<file path="config.mk">
export PLATFORM = sky130hd
export DESIGN_NAME = softmax_in_unpack
export DESIGN_NICKNAME = d
export VERILOG_FILES = /design/src/rtl/softmax_in_unpack.sv
export SDC_FILE = /design/constraint.sdc
export NUM_CORES = 1
export LEC_CHECK = 0
export BUFFER_PORTS_ARGS = -buffer_cell sky130_fd_sc_hd__buf_2
export CAP_MARGIN = 20
export CORE_MARGIN = 4
export CORE_UTILIZATION = 45
export DETAILED_ROUTE_END_ITERATION = 8
export PLACE_DENSITY_LB_ADDON = 0.3
export SLEW_MARGIN = 20
export SYNTH_ARGS = -nofsm -noshare
export SYNTH_HDL_FRONTEND = slang
export SYNTH_SLANG_ARGS = --single-unit
</file>
<file path="constraint.sdc">
create_clock -name clk -period 6.18 [get_ports clk]
set_clock_uncertainty 0.1 [all_clocks]
set_input_delay 1.545 -clock clk [delete_from_list [all_inputs] [get_ports clk]]
set_output_delay 1.545 -clock clk [all_outputs]
set_load 0.1 [all_outputs]
</file>
<file path="src/rtl/softmax_in_unpack.sv">
// softmax_in_unpack
//   Unpacks TOUT-lane packed words into one DW-bit element per cycle for the
//   softmax core. The last word of each row carries ((CH_in-1)%TOUT)+1 valid
//   lanes. The zero-padded lanes above that count are skipped and never
//   emitted. Throughput is one element per cycle, with no bubble between words.
//
// Ports
//   clk, rst        clock; asynchronous active-high reset
//   CH_in_div_Tout  words per row (ceil(CH_in/TOUT)), >= 1
//   CH_in           elements per row, >= 1
//   dat_in_vld/rdy  packed word handshake; dat_in lane i = dat_in[i*DW+:DW]
//   dat_out_vld/rdy element handshake; dat_out is 0 while dat_out_vld=0
//   dat_out_last    element is last of its row (qualified by dat_out_vld)
//   busy            a word is held or a row is partially consumed
//   pad_err         (only with SOFTMAX_UNPACK_PAD_CHK_EN) sticky flag, set
//                   when a padded lane of a row's last word is nonzero
//
// Configuration macro: SOFTMAX_UNPACK_PAD_CHK_EN
module softmax_in_unpack #(
  parameter int unsigned TOUT      = 8,
  parameter int unsigned LOG2_TOUT = 3,
  parameter int unsigned DW        = 16,
  parameter int unsigned LOG2_CH   = 10,
  parameter int unsigned LOG2_PIX  = 10
) (
  input  logic                         clk,
  input  logic                         rst,
  input  logic [LOG2_CH-LOG2_TOUT-1:0] CH_in_div_Tout,
  input  logic [LOG2_PIX-1:0]          CH_in,
  input  logic                         dat_in_vld,
  output logic                         dat_in_rdy,
  input  logic [TOUT*DW-1:0]           dat_in,
  output logic                         dat_out_vld,
  input  logic                         dat_out_rdy,
  output logic [DW-1:0]                dat_out,
  output logic                         dat_out_last,
  output logic                         busy
`ifdef SOFTMAX_UNPACK_PAD_CHK_EN
  ,
  output logic                         pad_err
`endif
);

  localparam int unsigned WW = LOG2_CH - LOG2_TOUT;

  logic [TOUT*DW-1:0]   hold;
  logic                 full;
  logic [LOG2_TOUT-1:0] rd_cnt;
  logic [WW-1:0]        wd_cnt;

  logic [WW-1:0]        div_m1;
  logic [LOG2_PIX-1:0]  ch_m1;
  logic [LOG2_TOUT-1:0] lanes_m1;
  logic                 last_word;
  logic                 lane_last;
  logic                 in_fire;
  logic                 out_fire;

  assign div_m1    = CH_in_div_Tout - WW'(1);
  assign ch_m1     = CH_in - LOG2_PIX'(1);
  assign last_word = (wd_cnt == div_m1);
  // Last word of a row stops at the lane holding element CH_in-1.
  assign lanes_m1  = last_word ? ch_m1[LOG2_TOUT-1:0] : LOG2_TOUT'(TOUT - 1);
  assign lane_last = (rd_cnt == lanes_m1);

  assign out_fire  = full & dat_out_rdy;
  // A word can be accepted in the same cycle the held word's final lane
  // leaves, giving a gap-free handover; this path is combinational from
  // dat_out_rdy on purpose.
  assign dat_in_rdy = ~full | (out_fire & lane_last);
  assign in_fire    = dat_in_vld & dat_in_rdy;

  assign dat_out_vld  = full;
  assign dat_out_last = full & lane_last & last_word;
  assign busy         = full | (wd_cnt != '0);

  always_comb begin
    dat_out = '0;
    for (int unsigned i = 0; i < TOUT; i++) begin
      if (full && rd_cnt == LOG2_TOUT'(i)) dat_out = hold[i*DW +: DW];
    end
  end

  // Data holding register carries no reset; full gates its visibility.
  always_ff @(posedge clk) begin
    if (in_fire) hold <= dat_in;
  end

  always_ff @(posedge clk or posedge rst) begin
    if (rst) begin
      full   <= 1'b0;
      rd_cnt <= '0;
      wd_cnt <= '0;
    end else begin
      if (out_fire) begin
        if (lane_last) begin
          rd_cnt <= '0;
          wd_cnt <= last_word ? '0 : wd_cnt + WW'(1);
        end else begin
          rd_cnt <= rd_cnt + LOG2_TOUT'(1);
        end
      end
      if (in_fire)                    full <= 1'b1;
      else if (out_fire && lane_last) full <= 1'b0;
    end
  end

`ifdef SOFTMAX_UNPACK_PAD_CHK_EN
  logic pad_hit;

  always_comb begin
    pad_hit = 1'b0;
    for (int unsigned i = 0; i < TOUT; i++) begin
      if (LOG2_TOUT'(i) > lanes_m1 && hold[i*DW +: DW] != '0) pad_hit = 1'b1;
    end
  end

  // Padding is inspected once per row, when lane 0 of the last word leaves.
  always_ff @(posedge clk or posedge rst) begin
    if (rst) begin
      pad_err <= 1'b0;
    end else if (out_fire && rd_cnt == '0 && last_word && pad_hit) begin
      pad_err <= 1'b1;
    end
  end
`endif

endmodule

</file>
* After elaboration in Yosys (flattened, before gate mapping)
Cells that the tools add are included.
Cells by class: $add $sub $neg 4, equality and inequality tests 9, muxes and demuxes 13, bitwise gates (word level) 8, reduce and logical (&&, ||, !) cells 13
Operators by type and width (count):
- $mux W16 | 8
- $eq A3 B3 Y1 const B | 4
- $logic_and A1 B1 Y1 | 9
- $add A7 B1 Y7 const B | 1
- $eq A7 B7 Y1 | 1
- $mux W7 | 1
- $reduce_bool A7 Y1 | 1
- $sub A7 B1 Y7 const B | 1
- $eq A3 B2 Y1 const B | 2
- $mux W3 | 2
- $and A1 B1 Y1 | 5
- $add A3 B1 Y3 const B | 1
- $eq A3 B1 Y1 const B | 1
- $eq A3 B3 Y1 | 1
- $logic_not A3 Y1 | 1
- $sub A3 B1 Y3 const B | 1
- $mux W1 | 2
- $or A1 B1 Y1 | 2
- $reduce_and A2 Y1 | 1
- $reduce_bool A2 Y1 | 1
- $not A1 Y1 | 1
Storage, ports and cells: bits in registers 139, input port bits 149, output and inout port bits 20, word-level logic and storage cells 51

* Depth between registers and ports, before layout
Gate-level depths: netlist of run 1.
depth after elaboration 10, depth in mapped cells 11, depth with buffers taken out 8

* Least setup slack after synthesis of run 1
Ideal clock, no wire load.
path type input to register, start input CH_in_div_Tout[2], end register hold[0], enable pin, setup time 498 ps, data arrival time 5909 ps, data required time 5582 ps, setup slack -327 ps, cell stages on the path 7, buffers on the path 1, path through or3_1 o31ai_1 nand4b_2 nor3_2 buf_6 o2bb2ai_4 o21a_1
On the way: cells in the longest elaborated chain, start to end 7
RTL lines:
- start, declared | RTL line 28 | input logic [LOG2_CH-LOG2_TOUT-1:0] CH_in_div_Tout,
- $sub A7 B1 Y7 | RTL line 59 | assign div_m1 = CH_in_div_Tout - WW'(1);
- $eq A7 B7 Y1 | RTL line 61 | assign last_word = (wd_cnt == div_m1);
- $mux W3 | RTL line 63 | assign lanes_m1 = last_word ? ch_m1[LOG2_TOUT-1:0] : LOG2_TOUT'(TOUT - 1);
- $eq A3 B3 Y1 | RTL line 64 | assign lane_last = (rd_cnt == lanes_m1);
- $and A1 B1 Y1 | RTL line 70 | assign dat_in_rdy = ~full | (out_fire & lane_last);
- $or A1 B1 Y1 | RTL line 70
- $and A1 B1 Y1 | RTL line 71 | assign in_fire = dat_in_vld & dat_in_rdy;
- net in_fire | RTL line 56 | logic in_fire;
- end signal, assigned | RTL line 86 | if (in_fire) hold <= dat_in;
- end, declared | RTL line 46 | logic [TOUT*DW-1:0] hold;
The timed path passes the listed nets, and every way through them passes these cells. A chain may end at the register's enable or synchronous reset.

* Worst setup path after layout of run 1
start input CH_in_div_Tout[2], end output dat_in_rdy
On the way: cells in the longest elaborated chain, start to end 6
RTL lines:
- $sub A7 B1 Y7 | RTL line 59
- $eq A7 B7 Y1 | RTL line 61
- $mux W3 | RTL line 63
- $eq A3 B3 Y1 | RTL line 64
- $and A1 B1 Y1 | RTL line 70
- $or A1 B1 Y1 | RTL line 70
- end, declared | RTL line 31 | output logic dat_in_rdy,
No other way between the ends.

==> out/qor.yml, run 1 <==
run_status:
  status: "complete, no violations"
layout:
  post-route-util_pct: 58.6
  nets: 727
  layout.cells.non_filler: 753
  final_cell_area_um2: 7390
  multiInputGateArea_um2: 1550
  fillers: 1025
  areaGrowthSynthToFinish_pct: 27.1
  diodes: 0
  drive_gt1_share_pct: 35.6
  seq_area_um2: 4120
die:
  die_area_um2: 14800
  ios: 169
  rows: 41
  core_um2: 12600
  die_w_um: 122
  initial_core_util_pct: 46.1
  die_h_um: 122
cts:
  h-tree-depth: 4
  cts_resized: 0
  cts_tree: "yes"
  clk_latency_ns: 0.41
  cts.hold.buffers_added: 0
  root_buffer: "clkbuf_16"
  cts_num_sinks: 139
  numCtsBuffers: 17
  clockBufferDepth: 2
  cts_setup_buffers: 0
  path_clk_slew_ns: 0.06
power_and_ir_drop:
  finalPower_w: 0.00371
  power.leakage_nw: 2.83
  vdd_drop_max_mv: 0.323
  pwr_density_cell_nw_per_um2: 501
setup_path:
  rr_startpoint: "rd_cnt[2]"
  crit_cells: 8
  critPathMaxStageDelay_ns: 0.56
  r2r-end: "hold[24]"
  startpoint_type: "input port"
  crit_buf_inv: 2
  path_cells: "buf_2, or3_1, o31ai_1, nand4b_2, nor4b_2, o2bb2ai_4, nand2b_1, buf_2"
  path_delay_family: "simple AND/OR/NAND/NOR gates"
  r2r_cells: 7
  cp.required_ns: 4.53
  worstSetupEndpointType: "output pin"
  critPathArrivalTime_ns: 3.72
  rrSetupSlack_ns: 2.88
  critPathMaxFanout: 10
  cpMaxStageDelayCell: "nor4b_2"
  crit_type: "in -> out"
  crit_top_cell: "buf_2"
logic_synthesis:
  synth_edf_count: 128
  syn_area_per_cell_um2: 14.3
  synth_nets: 565
  synth_fa_ha_area_share_pct: 2.15
  ys_seq_area_share_pct: 70.8
  synth_mux_area_share_pct: 0
  synthTopCellsByArea: "edfxtp_1 66%, dfrtp_1 4.7%, a2bb2oi_1 2.4%"
  synthSimpleGateAreaFrac_pct: 7.92
  ys_types: 45
  synth_top_family_by_area: "compound AO/OA/AOI/OAI gates"
  synthArstFlopShare_pct: 7.91
  synth_top_area_share_pct: 66.1
  ys.flop_type: "edfxtp_1"
  yosysWarnings: 0
  syn_area_um2: 5820
  synthXorXnorAreaFrac_pct: 1.81
  synth_common_cells: "128 x edfxtp_1, 27 x nand2_1, 22 x nor2_1"
  synth_top_area_cell: "edfxtp_1"
  ys_ff_latch: 139
  synth_cells: 406
  synth_compound_area_share_pct: 14.6
  yosysMostFrequentCell: "edfxtp_1"
sta:
  maxSlewViolCount: 0
  setup_viol: 0
  finalCritPeriodShare_pct: 86.9
  setup-tns-final_ns: 0
  rsz0062_at_grt: "false"
  min_period_ns: 5.37
  slew_headroom_pct: 32.6
  max_freq_ghz: 0.186
  tightest_slew_ns: 1.01
  hold_viol: 0
min_path:
  hp-start: "rd_cnt[0]"
  holdPathEnd: "rd_cnt[0]"
  min_path_cells: 1
  hold_class: "reg -> reg"
grt:
  grt_overflow: 0
  grt_pass1_vias: 3834
  track_usage_pct: 17.8
  grt_pass1_wl_mm: 19.8
  antenna_found_initial: 0
  grt_start_max_net_pins: 63
routing:
  route.met3.wl_um: 955
  dr.pass1.iters: 5
  vias: 3946
  wl_per_cell_um: 17.6
  first_iter_violations: 240
  dr_wl_met2_mm: 6.20
  via_per_inst: 5.24
  drt-met1-wl_mm: 5.83
  wl_mm: 13.2
  antenna_left: 0
  drc: 0
  top_layer_used: "met4"
placement:
  gp_congestion: 0.798
  io_buffers: 161
  dpl-instance-area_um2: 6810
  dp_cells: 721
  dp_hpwl_mm: 9.51
job:
  maxCapViolations: 0
==> worst reg2reg max path, delay by kind of cell (launching register included) <==
kind | cells | cell delay [ns]
buffers and inverters | 1 | 0.48
and+or+nand+nor | 3 | 0.80
DFF | 1 | 0.47
AOI/OAI and AO/OA | 3 | 1.12
==> worst max path at each step <==
stage | start | to | slack [ns]
after global placement | CH_in_div_Tout[2] | dat_in_rdy | 0.86
after floorplan | dat_out_vld | dat_out[10] | 0.03
after global routing | CH_in_div_Tout[0] | dat_in_rdy | 0.66
final | CH_in_div_Tout[2] | dat_in_rdy | 0.81
after detailed placement | CH_in_div_Tout[2] | dat_in_rdy | 0.79
after CTS | CH_in_div_Tout[2] | dat_in_rdy | 0.80
==> kinds of logic (layout without fill, tap and decap cells) <==
family	after synthesis	count (layout)
flip-flops	139	139
AO/OA/AOI/OAI	117	117
AND/OR/NAND/NOR	88	88
buffers and inverters	40	215
XOR/XNOR	12	12
adder cells (fa/ha/maj)	10	10
==> report_power, final <==
group          internal, W  total, W  switching [W]
combinational     0.000358   0.00157        0.00121
clock             0.000602  0.000998       0.000396
sequential         0.00110   0.00114      0.0000421
total              0.00206   0.00371        0.00165
==> cell type report <==
class	instances	share of cell area (%)
clock buffer	18	5.80
sequential	139	55.7
timing repair buffer	166	11.6
multi-input combinational	227	21.0
clock inverter	14	2.15
inverter	17	0.863
tap	172	2.91
==> layout by cell type, fill, tap and decap left out, types with 2 or more instances in the layout <==
master / netlist / layout
a211oi_1: 17 / 17
nand2_1: 27 / 27
xor2_1: 5 / 5
inv_1: 17 / 17
edfxtp_1: 128 / 128
o221ai_1: 5 / 5
ha_1: 10 / 10
clkbuf_16: 0 / 17
a21oi_1: 2 / 2
o21ai_2: 1 / 2
nand3_1: 7 / 7
xnor2_1: 7 / 7
o31ai_1: 2 / 2
nor2_1: 22 / 22
and3_1: 2 / 2
or4_1: 5 / 5
or3_1: 6 / 6
nor2b_1: 2 / 2
buf_4: 0 / 4
o22ai_1: 16 / 16
inv_6: 0 / 5
dfrtp_1: 11 / 11
bufinv_16: 0 / 2
o211ai_1: 16 / 16
o21ai_0: 17 / 17
a2bb2oi_1: 16 / 16
clkinvlp_4: 0 / 4
nor3_1: 4 / 4
nand2b_1: 2 / 2
a22oi_1: 16 / 16
o21ai_1: 4 / 3
buf_2: 0 / 161
==> per-layer routing <==
metal	GRT usage [%]	vias to the layer above
met2	26.9	150
li1	-	1921
met4	7.70	0
met5	0	-
met1	24.2	1857
met3	5.01	18
==> through the flow <==
step	hold slack, ns	setup slack (ns)
5_1_grt	0.579	0.660
3_3_place_gp	0.513	0.863
2_1_floorplan	0.459	0.0255
3_5_place_dp	0.527	0.795
4_1_cts	0.549	0.797
6_report	0.541	0.812
==> state kept, by name (all words and copies together), names as in the netlist <==
register	flops
hold	128
wd_cnt	7
rd_cnt	3
dat_out_vld	1
Power figures use the tool's default switching activity.
==> inputs of run 2 (changes only) <==
--- a/config.mk
+++ b/config.mk
@@ -7,11 +7,12 @@
 export LEC_CHECK = 0
 export BUFFER_PORTS_ARGS = -buffer_cell sky130_fd_sc_hd__buf_2
 export CAP_MARGIN = 20
+export CELL_PAD_IN_SITES_DETAIL_PLACEMENT = 1
+export CELL_PAD_IN_SITES_GLOBAL_PLACEMENT = 1
 export CORE_MARGIN = 4
-export CORE_UTILIZATION = 45
+export CORE_UTILIZATION = 41
 export DETAILED_ROUTE_END_ITERATION = 8
 export PLACE_DENSITY_LB_ADDON = 0.3
-export SLEW_MARGIN = 20
 export SYNTH_ARGS = -nofsm -noshare
 export SYNTH_HDL_FRONTEND = slang
 export SYNTH_SLANG_ARGS = --single-unit
==> run 2 against run 1 <==
  * Sequential cell count stayed put
  * Sequential power hardly changed
  * Worst hold slack worse by 0.0021 ns
  * Count of clock-buffer cells in the layout stayed put
  * Final area is 0.37% higher
  * Combinational power hardly changed
  * Largest power group unchanged
  * Fmax is 2.1% lower
  * Routed wire length is 22% higher
  * Global-route usage is 2.5 points higher
  * Critical endpoint unchanged
  * Non-clock buffer count is 1 higher
  * Critical path depth stayed put
==> out/qor.yml, run 2 (same netlist as run 1, synthesis figures left out) <==
run_status:
  status: "complete, no violations"
setup_path:
  path_cells: "buf_2, or3_1, o31ai_1, nand4b_2, nor3_2, o2bb2ai_4, nand2b_1, buf_2"
  cp.required_ns: 4.53  # about the same
  cpMaxStageDelayCell: "nor3_2"
  startpoint_type: "input port"
  critPathArrivalTime_ns: 3.84  # +0.12 ns
  critPathMaxFanout: 10  # unchanged
  crit_top_cell: "buf_2"
  critPathMaxStageDelay_ns: 0.51  # -0.05 ns
  path_delay_family: "simple AND/OR/NAND/NOR gates"
  crit_type: "in -> out"
  worstSetupEndpointType: "output pin"
  crit_buf_inv: 2  # unchanged
layout:
  drive_gt1_share_pct: 35.6  # -0.061 points
  top_register: "hold"
  diodes: 0  # unchanged
  nets: 728  # +0.14%
  layout_common_cells: "161 x buf_2, 128 x edfxtp_1, 27 x nand2_1"
  areaGrowthSynthToFinish_pct: 27.6
  layout_commonest_cell: "buf_2"
  reg.largest.list: "hold: 128 flops, wd_cnt: 7 flops, rd_cnt: 3 flops"
  fillers: 1424  # +39%
  largest_reg_flops: 128  # unchanged
cts:
  clk_latency_ns: 0.41  # about the same
  cts_tree: "yes"
  path_clk_slew_ns: 0.06  # about the same
  cts.hold.buffers_added: 0  # unchanged
  root_buffer: "clkbuf_16"
  h-tree-depth: 4  # unchanged
  cts_setup_buffers: 0  # unchanged
  clockBufferDepth: 2  # unchanged
  cts_num_sinks: 139  # unchanged
  cts_resized: 0  # unchanged
  numCtsBuffers: 17  # unchanged
power_and_ir_drop:
  power.leakage_nw: 2.84  # +0.61%
  pwr_density_cell_nw_per_um2: 509  # +1.5%
  vdd_drop_max_mv: 0.223  # -31%
  finalPower_w: 0.00378  # +1.9%
routing:
  vias: 4140  # +4.9%
  dr.pass1.iters: 4  # -1
  antenna_left: 0  # unchanged
  drc: 0  # unchanged
  via_per_inst: 5.43  # +3.7%
  wl_per_cell_um: 21.1  # +20%
  wl_mm: 16.1  # +22%
  first_iter_violations: 234  # -2.5%
job:
  maxCapViolations: 0  # unchanged
grt:
  track_usage_pct: 20.3  # +2.5 points
  grt_overflow: 0  # unchanged
  antenna_found_initial: 0  # unchanged
  grt_pass1_wl_mm: 24.9  # +26%
  grt_pass1_vias: 4493  # +17%
  grt_start_max_net_pins: 52  # -17%
die:
  rows: 43  # +4.9%
  die_w_um: 127  # +4.4%
  die_h_um: 127  # +4.4%
  ios: 169  # unchanged
  core_um2: 13900  # +10%
  die_area_um2: 16200  # +9.1%
  initial_core_util_pct: 41.9  # -4.2 points
placement:
  dp_hpwl_mm: 11.5  # +21%
  dpl_worst_slack_ns: 0.686  # -0.108 ns
  io_buffers: 161  # unchanged
  gp_congestion: 0.816  # +2.2%
sta:
  rsz0062_at_grt: "false"
  setup_viol: 0  # unchanged
  hold_viol: 0  # unchanged
  slew_headroom_pct: 31.2  # -1.4 points
  tightest_slew_ns: 1.03  # +0.0213 ns
  fin_ws_ns: 0.697  # -0.115 ns
  finalCritPeriodShare_pct: 88.7  # +1.9 points
  max_freq_ghz: 0.182  # -2.1%
  setup-tns-final_ns: 0  # unchanged
  maxSlewViolCount: 0  # unchanged
  min_period_ns: 5.48  # +0.115 ns
min_path:
  hold_class: "reg -> reg"
## run 2: cell count changes in the layout (fill, tap and decap cells not counted), moves of 2 or more
cell	delta
clkinv_2	+2
clkinvlp_4	-2
inv_6	-4
clkinv_4	+4
## run 2: through the flow
step	utilization, %	cells	hold slack (ns)	cell area [um2]
final	53.5	762	0.538	7420
after global routing	53.5	762	0.587	7420
after CTS	53.5	762	0.549	7420
after detailed placement	49.1	730	0.535	6820
after global placement	49.1	730	0.514	6820
after floorplan	-	406	0.459	5820
## run 2: worst paths after layout
path	from	slack, ns	endpoint	cells after the start
max in group asynchronous	rst	4.63	wd_cnt[4]	2
setup / recovery	CH_in_div_Tout[2]	0.70	dat_in_rdy	8
hold / removal	wd_cnt[1]	0.54	wd_cnt[1]	2
setup reg to reg	wd_cnt[5]	2.84	hold[108]	7
hold reg to reg	wd_cnt[1]	0.54	wd_cnt[1]	2
min in group asynchronous	rst	1.03	rd_cnt[0]	2
## run 2: routing by layer
layer  up-vias  global-route usage (%)  part of all wire, %
met1      2061                    26.7                   43
met4         0                    6.44                  1.3
met2       142                    33.7                   50
met5         -                       0                    0
met3        18                    4.52                  5.9
li1       1919                       -                    -
## run 2: worst reg2reg max path: stages (launching register included)
cell	delay, ns
dfrtp_1	0.44
xor2_1	0.25
or4_4	0.16
nand4b_2	0.14
nor3_2	0.51
o2bb2ai_4	0.26
o21a_4	0.63
buf_4	0.48
## run 2: layout make-up
type | instances | area [um2] | area share [%]
Clock inverter | 14 | 173 | 2.33
Sequential cell | 139 | 4120 | 55.5
Multi-Input combinational cell | 227 | 1550 | 20.9
Inverter | 17 | 63.8 | 0.860
Tap cell | 180 | 225 | 3.03
Timing Repair Buffer | 167 | 863 | 11.6
Clock buffer | 18 | 429 | 5.78
## run 2: report_power, final
part | switching [W] | internal (W) | leakage (nW)
Sequential | 0.0000431 | 0.00110 | 1.27
Clock | 0.000400 | 0.000636 | 0.290
Combinational | 0.00124 | 0.000362 | 1.29
==> inputs of run 3 (changes only) <==
--- a/config.mk
+++ b/config.mk
@@ -12,6 +12,7 @@
 export CORE_MARGIN = 4
 export CORE_UTILIZATION = 41
 export DETAILED_ROUTE_END_ITERATION = 8
+export GPL_TIMING_DRIVEN = 0
 export PLACE_DENSITY_LB_ADDON = 0.3
 export SYNTH_ARGS = -nofsm -noshare
 export SYNTH_HDL_FRONTEND = slang
==> run 3 against run 2 <==
  * Register-to-register slack got worse by 0.17 ns
  * Sequential cell count unchanged
  * Sequential share of layout area fell by 0.32 points
  * Routed wire length decreased by 0.84%
  * First-iteration DRC count grew 2.1%
  * Fmax is 3.1% lower
  * Combinational power about the same
  * Count of clock-buffer cells in the layout decreased by 1
  * Worst hold slack worse by 0.0052 ns
  * Global-route usage down 0.18 points
  * Critical endpoint unchanged
  * Largest power group unchanged
==> out/qor.yml, run 3 (same netlist as run 1, synthesis figures left out) <==
run_status:
  status: "complete, no violations"
grt:
  grt_pass1_wl_mm: 24.7  # -0.78%
  grt_start_max_net_pins: 49  # -5.8%
  antenna_found_initial: 1  # +1
  track_usage_pct: 20.1  # -0.18 points
  grt_pass1_vias: 4486  # -0.16%
  grt_overflow: 0  # unchanged
routing:
  drc: 0  # unchanged
  dr.pass1.iters: 4  # unchanged
  wl_per_cell_um: 20.4  # -3.4%
  via_per_inst: 5.26  # -3.1%
  antenna_left: 0  # unchanged
  vias: 4116  # -0.58%
  first_iter_violations: 239  # +2.1%
  wl_mm: 16.0  # -0.84%
setup_path:
  r2r-end: "hold[120]"
  rrSetupSlack_ns: 2.67  # -0.17 ns
  crit_buf_inv: 3  # +1
  worstSetupEndpointType: "output pin"
  crit_cells: 9  # +1
  crit_type: "in -> out"
  critPathMaxStageDelay_ns: 0.46  # -0.05 ns
  critPathArrivalTime_ns: 4.02  # +0.18 ns
  cp.required_ns: 4.53  # about the same
  r2r_cells: 8  # +1
  critPathMaxFanout: 10  # unchanged
  path_delay_family: "simple AND/OR/NAND/NOR gates"
  critPathLaunch: "CH_in_div_Tout[2]"
  cpMaxStageDelayCell: "nor3_2"
  crit_top_cell: "buf_2"
  path_cells: "buf_2, or3_1, o31ai_1, nand4b_2, nor3_2, buf_6, o2bb2ai_4, nand2b_1, buf_2"
  crit_end: "dat_in_rdy"
  startpoint_type: "input port"
  rr_startpoint: "dat_out_vld"
sta:
  hold_viol: 0  # unchanged
  min_period_ns: 5.66  # +0.177 ns
  rsz0062_at_grt: "false"
  setup-tns-final_ns: 0  # unchanged
  setup_viol: 0  # unchanged
  holdWs_ns: 0.533  # -0.00518 ns
  slew_headroom_pct: 60.6  # +29 points
  max_freq_ghz: 0.177  # -3.1%
  tightest_slew_ns: 0.587  # -0.445 ns
  maxSlewViolCount: 0  # unchanged
  finalCritPeriodShare_pct: 91.6  # +2.9 points
power_and_ir_drop:
  switchingPower_w: 0.00170  # +1.4%
  swShare_pct: 45.7  # +1.2 points
  vdd_drop_max_mv: 0.224  # +0.45%
  pwr_density_cell_nw_per_um2: 500  # -1.8%
  pwr-share-clk_pct: 26.3  # -1.1 points
  power.internal_w: 0.00203  # -3.3%
  comb_power_share_pct: 43.3  # +1.0 points
  power.leakage_nw: 2.84  # about the same
  seq_power_share_pct: 30.4  # +0.2 points
cts:
  cts_tree: "yes"
  cts_num_sinks: 139  # unchanged
  numCtsBuffers: 17  # unchanged
  cts.hold.buffers_added: 0  # unchanged
  root_buffer: "clkbuf_16"
  cts_resized: 0  # unchanged
  path_clk_slew_ns: 0.06  # about the same
  cts_setup_buffers: 0  # unchanged
  clk_latency_ns: 0.42  # about the same
  clockBufferDepth: 2  # unchanged
  h-tree-depth: 4  # unchanged
die:
  core_um2: 13900  # unchanged
  die_h_um: 127  # unchanged
  rows: 43  # unchanged
  ios: 169  # unchanged
  initial_core_util_pct: 41.9  # unchanged
  die_w_um: 127  # unchanged
  die_area_um2: 16200  # unchanged
placement:
  gp_congestion: 0.818  # +0.20%
  dp_hpwl_mm: 11.8  # +2.1%
  dp_cells: 749  # +2.6%
  io_buffers: 161  # unchanged
layout:
  layout_commonest_cell: "buf_2"
  nets: 747  # +2.6%
  reg.largest.list: "hold: 128 flops, wd_cnt: 7 flops, rd_cnt: 3 flops"
  largest_reg_flops: 128  # unchanged
  layout.cells.non_filler: 782  # +2.6%
  layout_common_cells: "161 x buf_2, 128 x edfxtp_1, 27 x nand2_1"
  top_register: "hold"
  drive_gt1_share_pct: 33.9  # -1.6 points
  areaGrowthSynthToFinish_pct: 28.3
  post-route-util_pct: 53.8  # +0.31 points
  fillers: 1446  # +1.5%
job:
  maxCapViolations: 0  # unchanged
min_path:
  hold_class: "reg -> reg"
run 3: power by group through the flow:
stage                     clock network [W]  registers, W  logic [W]
after floorplan                           0       0.00115    0.00126
after global placement                    0       0.00115    0.00157
after detailed placement                  0       0.00115    0.00161
after CTS                          0.000998       0.00114    0.00162
after global routing                0.00105       0.00114    0.00171
final                              0.000982       0.00114    0.00161
run 3: worst register-to-register path, delay by kind of cell (launching register included):
family,cells,cell delay [ns]
DFF,1,0.36
and+or+nand+nor,2,0.62
buffers and inverters,4,1.22
AOI/OAI and AO/OA,2,0.87
run 3: worst min path at each step:
stage | endpoint | cells after the start | slack, ns | startpoint
final | wd_cnt[1] | 2 | 0.53 | wd_cnt[1]
after global routing | wd_cnt[0] | 2 | 0.58 | wd_cnt[0]
after detailed placement | wd_cnt[1] | 2 | 0.53 | wd_cnt[1]
after global placement | dat_out_vld | 2 | 0.50 | dat_out_vld
after floorplan | rd_cnt[0] | 1 | 0.46 | rd_cnt[0]
after CTS | wd_cnt[1] | 2 | 0.54 | wd_cnt[1]
run 3: metrics by stage:
step	power, W	setup WS, ns	area, um2
finish	0.00373	0.520	7460
global route	0.00390	0.344	7460
CTS	0.00376	0.510	7460
detailed placement	0.00276	0.521	6900
global placement	0.00273	0.0960	6850
floorplan	0.00241	0.0255	5820
run 3: per-layer routing:
layer,up-vias,track usage [%],routed length (um)
met3,18,4.14,980
met2,141,33.0,7900
met5,-,0,0
met4,0,8.14,275
met1,2001,26.3,6800
li1,1956,-,-
run 3: layout make-up:
cell class / count / area, um2 / area share, %
Antenna cell: 1 / 2.50 / 0.0335
Buffer: 23 / 93.8 / 1.26
Clock buffer: 17 / 425 / 5.70
Clock inverter: 15 / 140 / 1.88
Inverter: 17 / 63.8 / 0.855
Multi-Input combinational cell: 227 / 1550 / 20.7
Sequential cell: 139 / 4120 / 55.2
Tap cell: 180 / 225 / 3.02
Timing Repair Buffer: 163 / 846 / 11.3
